`config.mk`:
```
export PLATFORM = sky130hd
export DESIGN_NAME = pico_prog_loader_flat
export DESIGN_NICKNAME = d
export VERILOG_FILES = /design/src/rtl/pico_prog_loader_if.sv /design/src/rtl/pico_prog_loader.sv /design/src/flat_wrapper.sv
export SDC_FILE = /design/constraint.sdc
export NUM_CORES = 1
export LEC_CHECK = 0
export ABC_AREA = 1
export BUFFER_PORTS_ARGS = -buffer_cell sky130_fd_sc_hd__buf_2
export CAP_MARGIN = 20
export CORE_MARGIN = 2
export CORE_UTILIZATION = 50
export CTS_BUF_LIST = sky130_fd_sc_hd__clkbuf_8 sky130_fd_sc_hd__clkbuf_16
export CTS_CLUSTER_SIZE = 28
export DETAILED_ROUTE_END_ITERATION = 16
export GPL_TIMING_DRIVEN = 1
export PLACE_DENSITY = 0.64
export SYNTH_ARGS = -nofsm -noshare
export SYNTH_HDL_FRONTEND = slang
export SYNTH_SLANG_ARGS = --single-unit
```
`constraint.sdc`:
```
create_clock -name clk_i -period 4.6 [get_ports clk_i]
set_input_delay 0.46 -clock clk_i [delete_from_list [all_inputs] [get_ports clk_i]]
set_output_delay 0.46 -clock clk_i [all_outputs]
set_load 0.05 [all_outputs]
```
`src/rtl/pico_prog_loader_if.sv`:
```
// Host-load and core-fetch signal bundle for pico_prog_loader.
// The master side is the host pins plus the core; the slave side is the loader.
interface pico_prog_loader_if #(
  parameter int DEPTH = 16
);
  localparam int AW = $clog2(DEPTH);

  logic        ld_mode;
  logic        ld_strobe;
  logic [7:0]  ld_byte;
  logic        fetch_req;
  logic [7:0]  fetch_addr;
  logic [15:0] fetch_instr;
  logic        fetch_valid;
  logic        core_run;
  logic [AW:0] word_count;
  logic        ld_phase;
  logic        ovf;

  modport master (
    output ld_mode, ld_strobe, ld_byte, fetch_req, fetch_addr,
    input  fetch_instr, fetch_valid, core_run, word_count, ld_phase, ovf
  );

  modport slave (
    input  ld_mode, ld_strobe, ld_byte, fetch_req, fetch_addr,
    output fetch_instr, fetch_valid, core_run, word_count, ld_phase, ovf
  );
endinterface

```
`src/rtl/pico_prog_loader.sv`:
```
// Program loader: assembles host bytes into 16-bit words in a word RAM,
// then releases the core and serves its fetches with one cycle of latency.
module pico_prog_loader #(
  parameter int DEPTH = 16
) (
  input logic             clk_i,
  input logic             rst_i,
  pico_prog_loader_if.slave bus
);
  localparam int AW = $clog2(DEPTH);
  localparam logic [AW:0] WC_FULL = (AW+1)'(DEPTH);
  localparam logic [AW:0] WC_ZERO = {(AW+1){1'b0}};
  localparam logic [AW:0] WC_ONE  = {{AW{1'b0}}, 1'b1};

  typedef enum logic [1:0] {
    ST_IDLE = 2'd0,
    ST_LOAD = 2'd1,
    ST_RUN  = 2'd2
  } state_e;

  state_e      state_q, state_d;
  logic        s1_q, s2_q, s3_q;
  logic        byte_pulse_s;
  logic [7:0]  lo_q, lo_d;
  logic [AW:0] wc_q, wc_d;
  logic        phase_q, phase_d;
  logic        ovf_q, ovf_d;
  logic [15:0] instr_q, instr_d;
  logic        valid_q, valid_d;
  logic        run_q, run_d;
  logic        we_s;
  logic [15:0] wdata_s;
  logic        hit_s;
  logic [15:0] mem_q [DEPTH];

  // The strobe is asynchronous: two flops resolve metastability, the third detects the rise.
  assign byte_pulse_s = s2_q & ~s3_q;
  assign hit_s        = {1'b0, bus.fetch_addr} < 9'(wc_q);

  always_ff @(posedge clk_i) begin
    if (rst_i) begin
      state_q <= ST_IDLE;
      s1_q    <= 1'b0;
      s2_q    <= 1'b0;
      s3_q    <= 1'b0;
      lo_q    <= 8'h00;
      wc_q    <= WC_ZERO;
      phase_q <= 1'b0;
      ovf_q   <= 1'b0;
      instr_q <= 16'h0000;
      valid_q <= 1'b0;
      run_q   <= 1'b0;
    end else begin
      state_q <= state_d;
      s1_q    <= bus.ld_strobe;
      s2_q    <= s1_q;
      s3_q    <= s2_q;
      lo_q    <= lo_d;
      wc_q    <= wc_d;
      phase_q <= phase_d;
      ovf_q   <= ovf_d;
      instr_q <= instr_d;
      valid_q <= valid_d;
      run_q   <= run_d;
    end
  end

  // Program RAM is deliberately left uninitialised by reset.
  always_ff @(posedge clk_i) begin
    if (we_s && !rst_i) begin
      mem_q[wc_q[AW-1:0]] <= wdata_s;
    end
  end

  always_comb begin
    state_d = state_q;
    lo_d    = lo_q;
    wc_d    = wc_q;
    phase_d = phase_q;
    ovf_d   = ovf_q;
    instr_d = instr_q;
    valid_d = 1'b0;
    we_s    = 1'b0;
    wdata_s = {bus.ld_byte, lo_q};
    case (state_q)
      ST_IDLE: begin
        if (bus.ld_mode) begin
          state_d = ST_LOAD;
          wc_d    = WC_ZERO;
          phase_d = 1'b0;
          ovf_d   = 1'b0;
        end else begin
          state_d = ST_IDLE;
        end
      end
      ST_LOAD: begin
        if (!bus.ld_mode) begin
          // Leaving load abandons a half-assembled word and any coincident byte.
          state_d = ST_RUN;
          phase_d = 1'b0;
        end else if (byte_pulse_s) begin
          if (!phase_q) begin
            lo_d    = bus.ld_byte;
            phase_d = 1'b1;
          end else if (wc_q == WC_FULL) begin
            ovf_d   = 1'b1;
            phase_d = 1'b0;
          end else begin
            we_s    = 1'b1;
            wc_d    = wc_q + WC_ONE;
            phase_d = 1'b0;
          end
        end else begin
          state_d = ST_LOAD;
        end
      end
      ST_RUN: begin
        if (bus.ld_mode) begin
          state_d = ST_LOAD;
          wc_d    = WC_ZERO;
          phase_d = 1'b0;
          ovf_d   = 1'b0;
        end else if (bus.fetch_req) begin
          valid_d = 1'b1;
          instr_d = hit_s ? mem_q[bus.fetch_addr[AW-1:0]] : 16'h0000;
        end else begin
          valid_d = 1'b0;
        end
      end
      default: begin
        state_d = ST_IDLE;
      end
    endcase
    run_d = (state_d == ST_RUN);
  end

  assign bus.fetch_instr = instr_q;
  assign bus.fetch_valid = valid_q;
  assign bus.core_run    = run_q;
  assign bus.word_count  = wc_q;
  assign bus.ld_phase    = phase_q;
  assign bus.ovf         = ovf_q;
endmodule

```
`src/flat_wrapper.sv`:
```
// flat-port wrapper written by rule: the top's interface ports become plain ports
module pico_prog_loader_flat 
#(
  parameter int DEPTH = 16
)
  (clk_i, rst_i, bus_ld_mode, bus_ld_strobe, bus_ld_byte, bus_fetch_req, bus_fetch_addr, bus_fetch_instr, bus_fetch_valid, bus_core_run, bus_word_count, bus_ld_phase, bus_ovf);
  pico_prog_loader_if #(.DEPTH(DEPTH)) bus_i ();
  input logic clk_i;
  input logic rst_i;
  input wire logic [$bits(bus_i.ld_mode)-1:0] bus_ld_mode;
  input wire logic [$bits(bus_i.ld_strobe)-1:0] bus_ld_strobe;
  input wire logic [$bits(bus_i.ld_byte)-1:0] bus_ld_byte;
  input wire logic [$bits(bus_i.fetch_req)-1:0] bus_fetch_req;
  input wire logic [$bits(bus_i.fetch_addr)-1:0] bus_fetch_addr;
  output wire logic [$bits(bus_i.fetch_instr)-1:0] bus_fetch_instr;
  output wire logic [$bits(bus_i.fetch_valid)-1:0] bus_fetch_valid;
  output wire logic [$bits(bus_i.core_run)-1:0] bus_core_run;
  output wire logic [$bits(bus_i.word_count)-1:0] bus_word_count;
  output wire logic [$bits(bus_i.ld_phase)-1:0] bus_ld_phase;
  output wire logic [$bits(bus_i.ovf)-1:0] bus_ovf;
  assign bus_i.ld_mode = bus_ld_mode;
  assign bus_i.ld_strobe = bus_ld_strobe;
  assign bus_i.ld_byte = bus_ld_byte;
  assign bus_i.fetch_req = bus_fetch_req;
  assign bus_i.fetch_addr = bus_fetch_addr;
  assign bus_fetch_instr = bus_i.fetch_instr;
  assign bus_fetch_valid = bus_i.fetch_valid;
  assign bus_core_run = bus_i.core_run;
  assign bus_word_count = bus_i.word_count;
  assign bus_ld_phase = bus_i.ld_phase;
  assign bus_ovf = bus_i.ovf;
  pico_prog_loader #(.DEPTH(DEPTH)) u_core (.clk_i(clk_i), .rst_i(rst_i), .bus(bus_i));
endmodule
```
==> results of run 1 <==
worst max-delay path, stage by stage (launching register included):
cell and delay [ns]:
dfxtp_1 0.43, inv_1 0.13, ha_1 0.23, nand4_1 0.12
nand3_1 0.09, nor2_1 0.23, nand2_1 0.27, nor2_2 0.78
power by group:
part           internal [uW]  total (uW)  switching, uW
Sequential              2880        2890           10.2
Combinational           65.9         273            207
Clock                   1490        2470            979
Total                   4440        5630           1200
path summary, 6_finish.rpt:
| kind | to | slack (ns) | depth (start not counted) |
|---|---|---|---|
| hold reg to reg | u_core.s2_q | 0.41 | 2 |
| hold / removal | u_core.s1_q | 0.13 | 3 |
| setup / recovery | u_core.mem_q[14][6] | 1.93 | 7 |
| setup reg to reg | u_core.mem_q[14][6] | 1.93 | 7 |
per-stage QoR:
stage	cell area (um2)	hold WS [ns]	setup slack (ns)	power, uW
finish	13200	0.133	1.93	5630
global route	13200	0.140	1.75	5790
CTS	13200	0.117	1.93	5660
detailed placement	12200	0.399	1.75	3220
global placement	12200	0.401	1.78	3220
floorplan	11800	0.388	1.91	3120
synth_stat cells:
cell type / count
buf_2: 16
clkinv_2: 1
edfxtp_1: 256
or2_1: 1
buf_1: 11
clkbuf_1: 21
nor2_4: 1
ha_1: 8
o21ai_0: 10
nor3_1: 1
o21ai_2: 1
a211oi_1: 3
o211ai_1: 1
nor2_1: 29
buf_6: 3
clkinv_1: 1
a21oi_2: 2
a21oi_1: 28
nand4_1: 2
nor2_2: 1
nand3_1: 240
nand4_2: 1
nand3_2: 1
inv_2: 2
a21oi_4: 1
dfxtp_1: 38
xor2_1: 1
buf_4: 7
inv_1: 35
buf_8: 1
or2_2: 2
nand2_1: 309
state kept, by name, indices dropped and copies added (netlist names):
register and cells:
u_core.bus.core_run 1, u_core.bus.fetch_instr 16, u_core.bus.fetch_valid 1, u_core.bus.ld_phase 1, u_core.bus.ovf 1, u_core.bus.word_count 5
u_core.lo_q 8, u_core.mem_q 256, u_core.s1_q 1, u_core.s2_q 1, u_core.s3_q 1, u_core.state_q 2
cells by family (layout without fill, tap and decap cells):
kind of cell,count (synthesis),in the layout,synth area share
simple gates,588,588,0.216
xor+xnor,1,1,0.000741
flops,294,294,0.715
fa+ha+maj,8,8,0.00847
compound gates,46,46,0.0222
buf+inv,98,142,0.0380
metal layers:
metal	vias up	routed length, um	share of wire
met1	3696	12300	0.42
met4	0	822	0.028
met5	-	0	0
li1	3653	-	-
met3	55	2090	0.071
met2	255	14400	0.49
cell type report:
class,count,area share
clock buffers,31,0.0587
repair buffers,51,0.0206
clock inverters,21,0.0170
well taps,319,0.0302
inverters,39,0.0112
multi-input cells,643,0.224
flip-flops and latches,294,0.639
==> results.sh, run 1 <==
export IMPL_status="completed"
export IMPL_startpoint="u_core.bus.word_count[0]"
export IMPL_grt_setup_unrepaired="no"
export IMPL_layout_commonest_cell="nand2_1"
export IMPL_dp_cells=1346
export IMPL_wl_um=29700
export IMPL_crit_path_end_kind="register"
export IMPL_grt_max_degree=84
export IMPL_vias=7659
export IMPL_finalCritPeriodShare=0.581
export IMPL_final_antenna_net_count=0
export IMPL_slew_headroom=0.348
export IMPL_drive_gt1_frac=0.114
export IMPL_nFillCells=1986
export IMPL_finalClockSkew_ns=0.0130
export IMPL_peakVddDrop_mv=0.326
export IMPL_ff_latch_area_um2=8450
export IMPL_setup_viol=0
export IMPL_clk_latency_ns=0.55
export IMPL_critPathLaunchType="register"
export IMPL_avgSynthCellArea_um2=11.4
export IMPL_antenna_found_initial=0
export IMPL_ys_ff_latch=294
export IMPL_gr_total_overflow=0
export IMPL_period_minus_slack_ns=2.67
export IMPL_cts_tree="built"
export IMPL_power_density_nw_per_um2=426
export IMPL_finalNonFillerCells=1398
export IMPL_path_max_fanout=16
export IMPL_die_area_um2=24900
export IMPL_final_util=0.567
export IMPL_wl_per_cell_um=21.2
export IMPL_worstSetupPathType="reg2reg"
export IMPL_use_met3=0.0556
export IMPL_grt_pass1_vias=7442
export IMPL_dr_pass1_iters=5
export IMPL_hold_viol=0
export IMPL_cts_sinks=294
export IMPL_worst_pin_slew_ns=0.977
export IMPL_synth_nets=1064
export IMPL_hp_class="in2reg"
export IMPL_yosysSeqAreaShare=0.715
export IMPL_layout_nets=1088
export IMPL_start_util=0.506
export IMPL_post_cts_buffers=0
export IMPL_hpwl_um=17700
export IMPL_arrival_ns=2.84
export IMPL_critical_path_required_ns=4.77
export IMPL_netlist_area_um2=11800
export IMPL_final_max_slew_viol_count=0
export IMPL_use_met2=0.406
export IMPL_drt_initial_drc_count=762
export IMPL_cts_resized=0
export IMPL_yosys_warnings=0
export IMPL_gp_congestion=0.922
export IMPL_synth_top_cells_by_area="edfxtp_1 (65%), nand3_1 (10%), nand2_1 (9.8%)"
export IMPL_core_um2=23300
export IMPL_r2r_start="u_core.bus.word_count[0]"
export IMPL_ios=46
export IMPL_num_rows=56
export IMPL_layout_common_cells="nand2_1 (309), edfxtp_1 (256), nand3_1 (240), buf_2 (44), inv_1 (41)"
export IMPL_die_h_um=158
export IMPL_top_usage_layer="met2"
export IMPL_io_buffers=45
export IMPL_max_freq_mhz=374
export IMPL_track_usage=0.245
export IMPL_synth_cells=1035
export IMPL_htree_num_levels=1
export IMPL_cts_root_buf="clkbuf_16"
export IMPL_synth_top_area_frac=0.651
export IMPL_max_cap_viol_count=0
export IMPL_use_met1=0.325
export IMPL_min_from="bus_ld_strobe"
export IMPL_multiInputGateArea_um2=2960
export IMPL_yosysUniqueCellTypes=32
export IMPL_dieWidth_um=158
export IMPL_clk_path_buf_depth=3
export IMPL_viasPerCell=5.48
export IMPL_leakagePower_uw=0.00479
export IMPL_area_growth_pct=11.9
export IMPL_cts_buffers=30
export IMPL_diodes=0
export IMPL_synth_area_leader_cell="edfxtp_1"
export IMPL_fin_tns_setup_ns=0
export IMPL_holdBufCountCts=0
export IMPL_route_detailed_drc=0
export IMPL_grt_pass1_wl_um=44500
export IMPL_clkSlewWorstSetupHoldPaths_ns=0.06
(Power assumes the default switching activity.)
==> run 2: changes to the inputs <==
--- a/config.mk
+++ b/config.mk
@@ -14,7 +14,7 @@
 export CTS_CLUSTER_SIZE = 28
 export DETAILED_ROUTE_END_ITERATION = 16
 export GPL_TIMING_DRIVEN = 1
-export PLACE_DENSITY = 0.64
+export PLACE_DENSITY = 0.66
 export SYNTH_ARGS = -nofsm -noshare
 export SYNTH_HDL_FRONTEND = slang
 export SYNTH_SLANG_ARGS = --single-unit
==> constraint.sdc (replaced) <==
create_clock -name clk_i -period 2.32 [get_ports clk_i]
set_input_delay 0.232 -clock clk_i [delete_from_list [all_inputs] [get_ports clk_i]]
set_output_delay 0.232 -clock clk_i [all_outputs]
set_load 0.05 [all_outputs]
==> results.sh, run 2 (synthesized netlist as in run 1, its figures left out) <==
export IMPL_clk_latency_ns=0.56
export IMPL_hold_path_cell_count=6
export IMPL_worstSetupPathType="reg2reg"
export IMPL_layout_commonest_cell="nand2_1"
export IMPL_min_to="u_core.bus.fetch_instr[4]"
export IMPL_dieWidth_um=158
export IMPL_cts_tree="built"
export IMPL_finalCritPeriodShare=0.895
export IMPL_wl_um=31100
export IMPL_gr_total_overflow=0
export IMPL_hold_viol=0
export IMPL_drt_initial_drc_count=1054
export IMPL_max_stage_delay_ns=0.42
export IMPL_crit_path_end_kind="register"
export IMPL_clk_path_buf_depth=3
export IMPL_min_from="bus_fetch_addr[6]"
export IMPL_finalNonFillerCells=1439
export IMPL_critical_path_required_ns=2.58
export IMPL_antenna_found_initial=2
export IMPL_final_antenna_net_count=0
export IMPL_ff2ff_path_depth=9
export IMPL_viasPerCell=5.50
export IMPL_wl_per_cell_um=21.6
export IMPL_setup_viol=0
export IMPL_grt_max_degree=123
export IMPL_drt_met1_wl_um=13800
export IMPL_finalPower_uw=11100
export IMPL_die_area_um2=24900
export IMPL_io_buffers=45
export IMPL_dr_pass1_iters=6
export IMPL_clkSlewWorstSetupHoldPaths_ns=0.06
export IMPL_cts_sinks=294
export IMPL_cts_buffers=31
export IMPL_fin_ws_ns=0.245
export IMPL_die_h_um=158
export IMPL_cts_resized=0
export IMPL_cts_root_buf="clkbuf_16"
export IMPL_layout_common_cells="nand2_1 (309), edfxtp_1 (256), nand3_1 (240), inv_1 (44), buf_2 (44)"
export IMPL_gp_congestion=0.841
export IMPL_met2WireLength_um=13600
export IMPL_arrival_ns=2.33
export IMPL_r2r_start="u_core.bus.word_count[0]"
export IMPL_dp_slack_ns=0.272
export IMPL_fin_tns_setup_ns=0
export IMPL_hp_class="in2reg"
export IMPL_grt_pass1_vias=7457
export IMPL_reg2reg_slack_ns=0.24
export IMPL_drive_gt1_frac=0.142
export IMPL_period_minus_slack_ns=2.08
export IMPL_r2r_end="u_core.mem_q[13][15]"
export IMPL_ios=46
export IMPL_route_detailed_drc=0
export IMPL_vias=7909
export IMPL_diodes=0
export IMPL_num_rows=56
export IMPL_dp_cells=1380
export IMPL_core_um2=23300
export IMPL_top_layer="met4"
export IMPL_slew_headroom=0.414
export IMPL_htree_num_levels=1
export IMPL_layout_nets=1125
export IMPL_met3_length_um=2650
export IMPL_max_cap_viol_count=0
export IMPL_largest_reg_flops=256
export IMPL_worst_pin_slew_ns=0.878
export IMPL_area_growth_pct=16.4
export IMPL_critPathLaunchType="register"
export IMPL_power_density_nw_per_um2=810
export IMPL_peakVddDrop_mv=0.635
export IMPL_track_usage=0.254
export IMPL_leakagePower_uw=0.00504
export IMPL_grt_pass1_wl_um=46000
export IMPL_status="completed"
export IMPL_path_cells="inv_1, ha_1, nand4_1, nand3_1, nor2_1, buf_4, nand2_1, nor2_2, buf_12"
export IMPL_critPathSlowestCell="dfxtp_1"
export IMPL_final_max_slew_viol_count=0
export IMPL_path_max_fanout=16
export IMPL_grt_setup_unrepaired="no"
export IMPL_max_freq_mhz=482
export IMPL_finalClockSkew_ns=0.0226
export IMPL_start_util=0.506
export IMPL_hpwl_um=19700
==> run 2: cell count changes in the layout (fill, tap and decap cells not counted), moves of 2 or more <==
cell | previous run | this run
buf_12 | 0 | 20
buf_4 | 7 | 21
clkbuf_8 | 0 | 3
inv_1 | 41 | 44
bufinv_16 | 5 | 3
clkinvlp_4 | 1 | 3
dlygate4sd3_1 | 0 | 2
==> run 2: cell type report <==
| cell class | instances | area (um2) |
|---|---|---|
| multi-input combinational | 643 | 2960 |
| clock inverter | 23 | 186 |
| inverter | 39 | 148 |
| sequential | 294 | 8450 |
| timing repair buffer | 87 | 798 |
| tap | 319 | 399 |
| clock buffer | 34 | 817 |
| fill | 1897 | 9580 |
==> run 2: timing repair <==
item / 4_1_cts / 5_1_grt
hold buffers: 2 / 0
buffers inserted: 0 / 0
endpoints found under the hold margin: 4 / 0
==> run 2: how the worst max path moves through the flow <==
| stage | from | end | slack (ns) | cells after the start |
|---|---|---|---|---|
| 2_1_floorplan | u_core.bus.word_count[0] | u_core.mem_q[0][0] | -0.16 | 7 |
| 3_3_place_gp | u_core.bus.word_count[0] | u_core.mem_q[1][11] | 0.32 | 9 |
| 3_5_place_dp | u_core.bus.word_count[0] | u_core.mem_q[9][4] | 0.27 | 9 |
| 4_1_cts | u_core.bus.word_count[0] | u_core.mem_q[9][13] | 0.25 | 9 |
| 5_1_grt | u_core.bus.word_count[0] | u_core.mem_q[9][0] | 0.08 | 9 |
| 6_report | u_core.bus.word_count[0] | u_core.mem_q[13][15] | 0.24 | 9 |
==> run 2: stage by stage <==
stage	util	cell area [um2]	hold WS [ns]
floorplan	-	11900	0.310
global placement	0.546	12700	0.388
detailed placement	0.546	12700	0.398
CTS	0.590	13800	0.123
global route	0.590	13800	0.144
finish	0.590	13800	0.132
==> run 2: report_power, final <==
part           switching [uW]  internal (uW)
registers                16.2           5720
logic                     424            158
clock network            1980           2840
total                    2420           8720
==> run 2: critical path: cells and delay by family, from the launching register on <==
| kind | cells | cell delay, ns |
|---|---|---|
| adders and majority gates | 1 | 0.23 |
| DFF | 1 | 0.42 |
| buffers and inverters | 3 | 0.43 |
| and+or+nand+nor | 5 | 0.70 |
==> run 2: routing by layer <==
layer / up-vias / global-route usage
li1: 3729 / -
met3: 58 / 0.0424
met4: 0 / 0.0766
met2: 358 / 0.380
met5: - / 0
met1: 3764 / 0.383
==> run 3: changes to the inputs <==
--- a/config.mk
+++ b/config.mk
@@ -5,7 +5,6 @@
 export SDC_FILE = /design/constraint.sdc
 export NUM_CORES = 1
 export LEC_CHECK = 0
-export ABC_AREA = 1
 export BUFFER_PORTS_ARGS = -buffer_cell sky130_fd_sc_hd__buf_2
 export CAP_MARGIN = 20
 export CORE_MARGIN = 2
==> results.sh, run 3 <==
export IMPL_max_freq_mhz=459
export IMPL_finalClockSkew_ns=0.0147
export IMPL_startpoint="u_core.bus.word_count[0]"
export IMPL_largest_reg_flops=256
export IMPL_r2r_start="u_core.bus.word_count[0]"
export IMPL_num_rows=55
export IMPL_status="completed"
export IMPL_synth_nets=681
export IMPL_dr_pass1_iters=5
export IMPL_worst_pin_slew_ns=1.01
export IMPL_yosys_cell_count_top_type="edfxtp_1"
export IMPL_crit_path_end_kind="register"
export IMPL_peakVddDrop_mv=0.608
export IMPL_leakagePower_uw=0.00483
export IMPL_cts_tree="built"
export IMPL_use_met2=0.352
export IMPL_grt_pass1_wl_um=38700
export IMPL_cts_sinks=294
export IMPL_fin_tns_setup_ns=0
export IMPL_vias=6151
export IMPL_finalCritPeriodShare=0.938
export IMPL_path_max_fanout=16
export IMPL_arrival_ns=2.43
export IMPL_route_detailed_drc=0
export IMPL_critPathLaunchType="register"
export IMPL_hp_class="in2reg"
export IMPL_viasPerCell=5.90
export IMPL_wl_um=25800
export IMPL_synth_ff_type="edfxtp_1"
export IMPL_top_usage_layer="met2"
export IMPL_use_met3=0.0376
export IMPL_dieWidth_um=156
export IMPL_grt_setup_unrepaired="no"
export IMPL_slew_headroom=0.325
export IMPL_final_max_slew_viol_count=0
export IMPL_wl_per_cell_um=24.7
export IMPL_synth_top_cells_by_area="edfxtp_1 (67%), mux2i_1 (7.7%), dfxtp_1 (6.6%)"
export IMPL_avgSynthCellArea_um2=17.6
export IMPL_finalNonFillerCells=1043
export IMPL_ys_ff_latch=294
export IMPL_die_area_um2=24200
export IMPL_power_density_nw_per_um2=802
export IMPL_critical_path_required_ns=2.57
export IMPL_layout_common_cells="edfxtp_1 (256), mux2i_1 (88), buf_2 (44), dfxtp_1 (33)"
export IMPL_yosysSeqAreaShare=0.736
export IMPL_ys_top_cells_by_count="edfxtp_1 (256), mux2i_1 (88), nor2_1 (44), dfxtp_1 (38), mux4_2 (32)"
export IMPL_period_minus_slack_ns=2.18
export IMPL_layout_commonest_cell="edfxtp_1"
export IMPL_die_h_um=156
export IMPL_start_util=0.508
export IMPL_cts_buffers=30
export IMPL_yosys_warnings=0
export IMPL_antenna_found_initial=0
export IMPL_synth_cells=652
export IMPL_grt_max_degree=42
export IMPL_diodes=0
export IMPL_ios=46
export IMPL_layout_nets=764
export IMPL_max_cap_viol_count=0
export IMPL_hold_viol=0
export IMPL_clkSlewWorstSetupHoldPaths_ns=0.06
export IMPL_clk_latency_ns=0.55
export IMPL_worstSetupPathType="reg2reg"
export IMPL_core_um2=22600
export IMPL_synth_top_area_frac=0.670
export IMPL_gp_congestion=0.859
export IMPL_final_antenna_net_count=0
export IMPL_use_met1=0.303
export IMPL_cts_root_buf="clkbuf_16"
export IMPL_io_buffers=45
export IMPL_synth_area_leader_cell="edfxtp_1"
export IMPL_area_growth_pct=17.1
export IMPL_grt_pass1_vias=6324
export IMPL_htree_num_levels=1
export IMPL_dp_cells=984
export IMPL_synth_edf_count=256
export IMPL_drt_initial_drc_count=625
export IMPL_yosysUniqueCellTypes=40
export IMPL_hpwl_um=16600
export IMPL_netlist_area_um2=11500
export IMPL_track_usage=0.218
export IMPL_min_from="bus_fetch_req"
export IMPL_async_flop_share=0
export IMPL_clk_path_buf_depth=3
export IMPL_drive_gt1_frac=0.241
export IMPL_gr_total_overflow=0
export IMPL_setup_viol=0
[run 3: what timing repair did]
item | 4_1_cts | 5_1_grt
endpoints found under the setup margin | 0 | 199
endpoints found under the hold margin | 6 | 0
gates resized for setup | 0 | 1
hold buffers | 3 | 0
buffers inserted | 0 | 1
[run 3: path summary, 6_finish.rpt]
path | end | slack, ns | cells past startpoint
setup / recovery | u_core.mem_q[3][2] | 0.14 | 9
hold / removal | u_core.bus.fetch_valid | 0.1 | 2
setup reg to reg | u_core.mem_q[3][2] | 0.14 | 9
hold reg to reg | u_core.bus.fetch_instr[0] | 0.45 | 1
[run 3: critical path, cell delays in order, from the launching register on]
cell and delay, ns:
dfxtp_4 0.40, inv_1 0.07, ha_1 0.23, nand2_1 0.13
o31ai_2 0.11, nor3_2 0.18, buf_4 0.16, nand2_1 0.17
nor3_4 0.22, buf_12 0.19
[run 3: cell type report]
cell class	instances	area, um2
clock buffers	31	776
clock inverters	24	180
fillers	1640	9140
inverters	9	33.8
multi-input cells	315	2890
flip-flops and latches	294	8460
well taps	285	357
repair buffers	85	736
[run 3: metrics by stage]
| stage | util | hold slack, ns | power [uW] | area (um2) | setup slack [ns] |
|---|---|---|---|---|---|
| 6_report | 0.595 | 0.0983 | 10800 | 13400 | 0.143 |
| 5_1_grt | 0.595 | 0.0948 | 11100 | 13400 | 0.0429 |
| 4_1_cts | 0.595 | 0.0898 | 10900 | 13400 | 0.111 |
| 3_5_place_dp | 0.551 | 0.437 | 6270 | 12400 | 0.132 |
| 3_3_place_gp | 0.551 | 0.417 | 6260 | 12400 | 0.196 |
| 2_1_floorplan | - | 0.304 | 6100 | 11600 | 0.0428 |
[run 3: report_power, final]
part           internal [uW]  leakage [uW]  total, uW  switching (uW)
Combinational            168       0.00171        438             270
Sequential              5710       0.00263       5720            9.47
Clock                   2730      0.000494       4620            1900
[run 3: cell families (layout without fill, tap and decap cells)]
kind of cell | after synthesis | after routing | synth area share
and+or+nand+nor | 102 | 102 | 0.0428
AOI/OAI and AO/OA | 84 | 84 | 0.0517
DFF | 294 | 294 | 0.736
adders and majority gates | 8 | 8 | 0.00872
muxes | 120 | 120 | 0.140
xor gates and xnor gates | 1 | 1 | 0.000763
buffers and inverters | 43 | 149 | 0.0203
[run 3: per-layer routing]
layer	vias to the layer above	routed length, um
li1	2744	-
met1	3095	10800
met2	261	12400
met3	51	1780
met4	0	807
met5	-	0
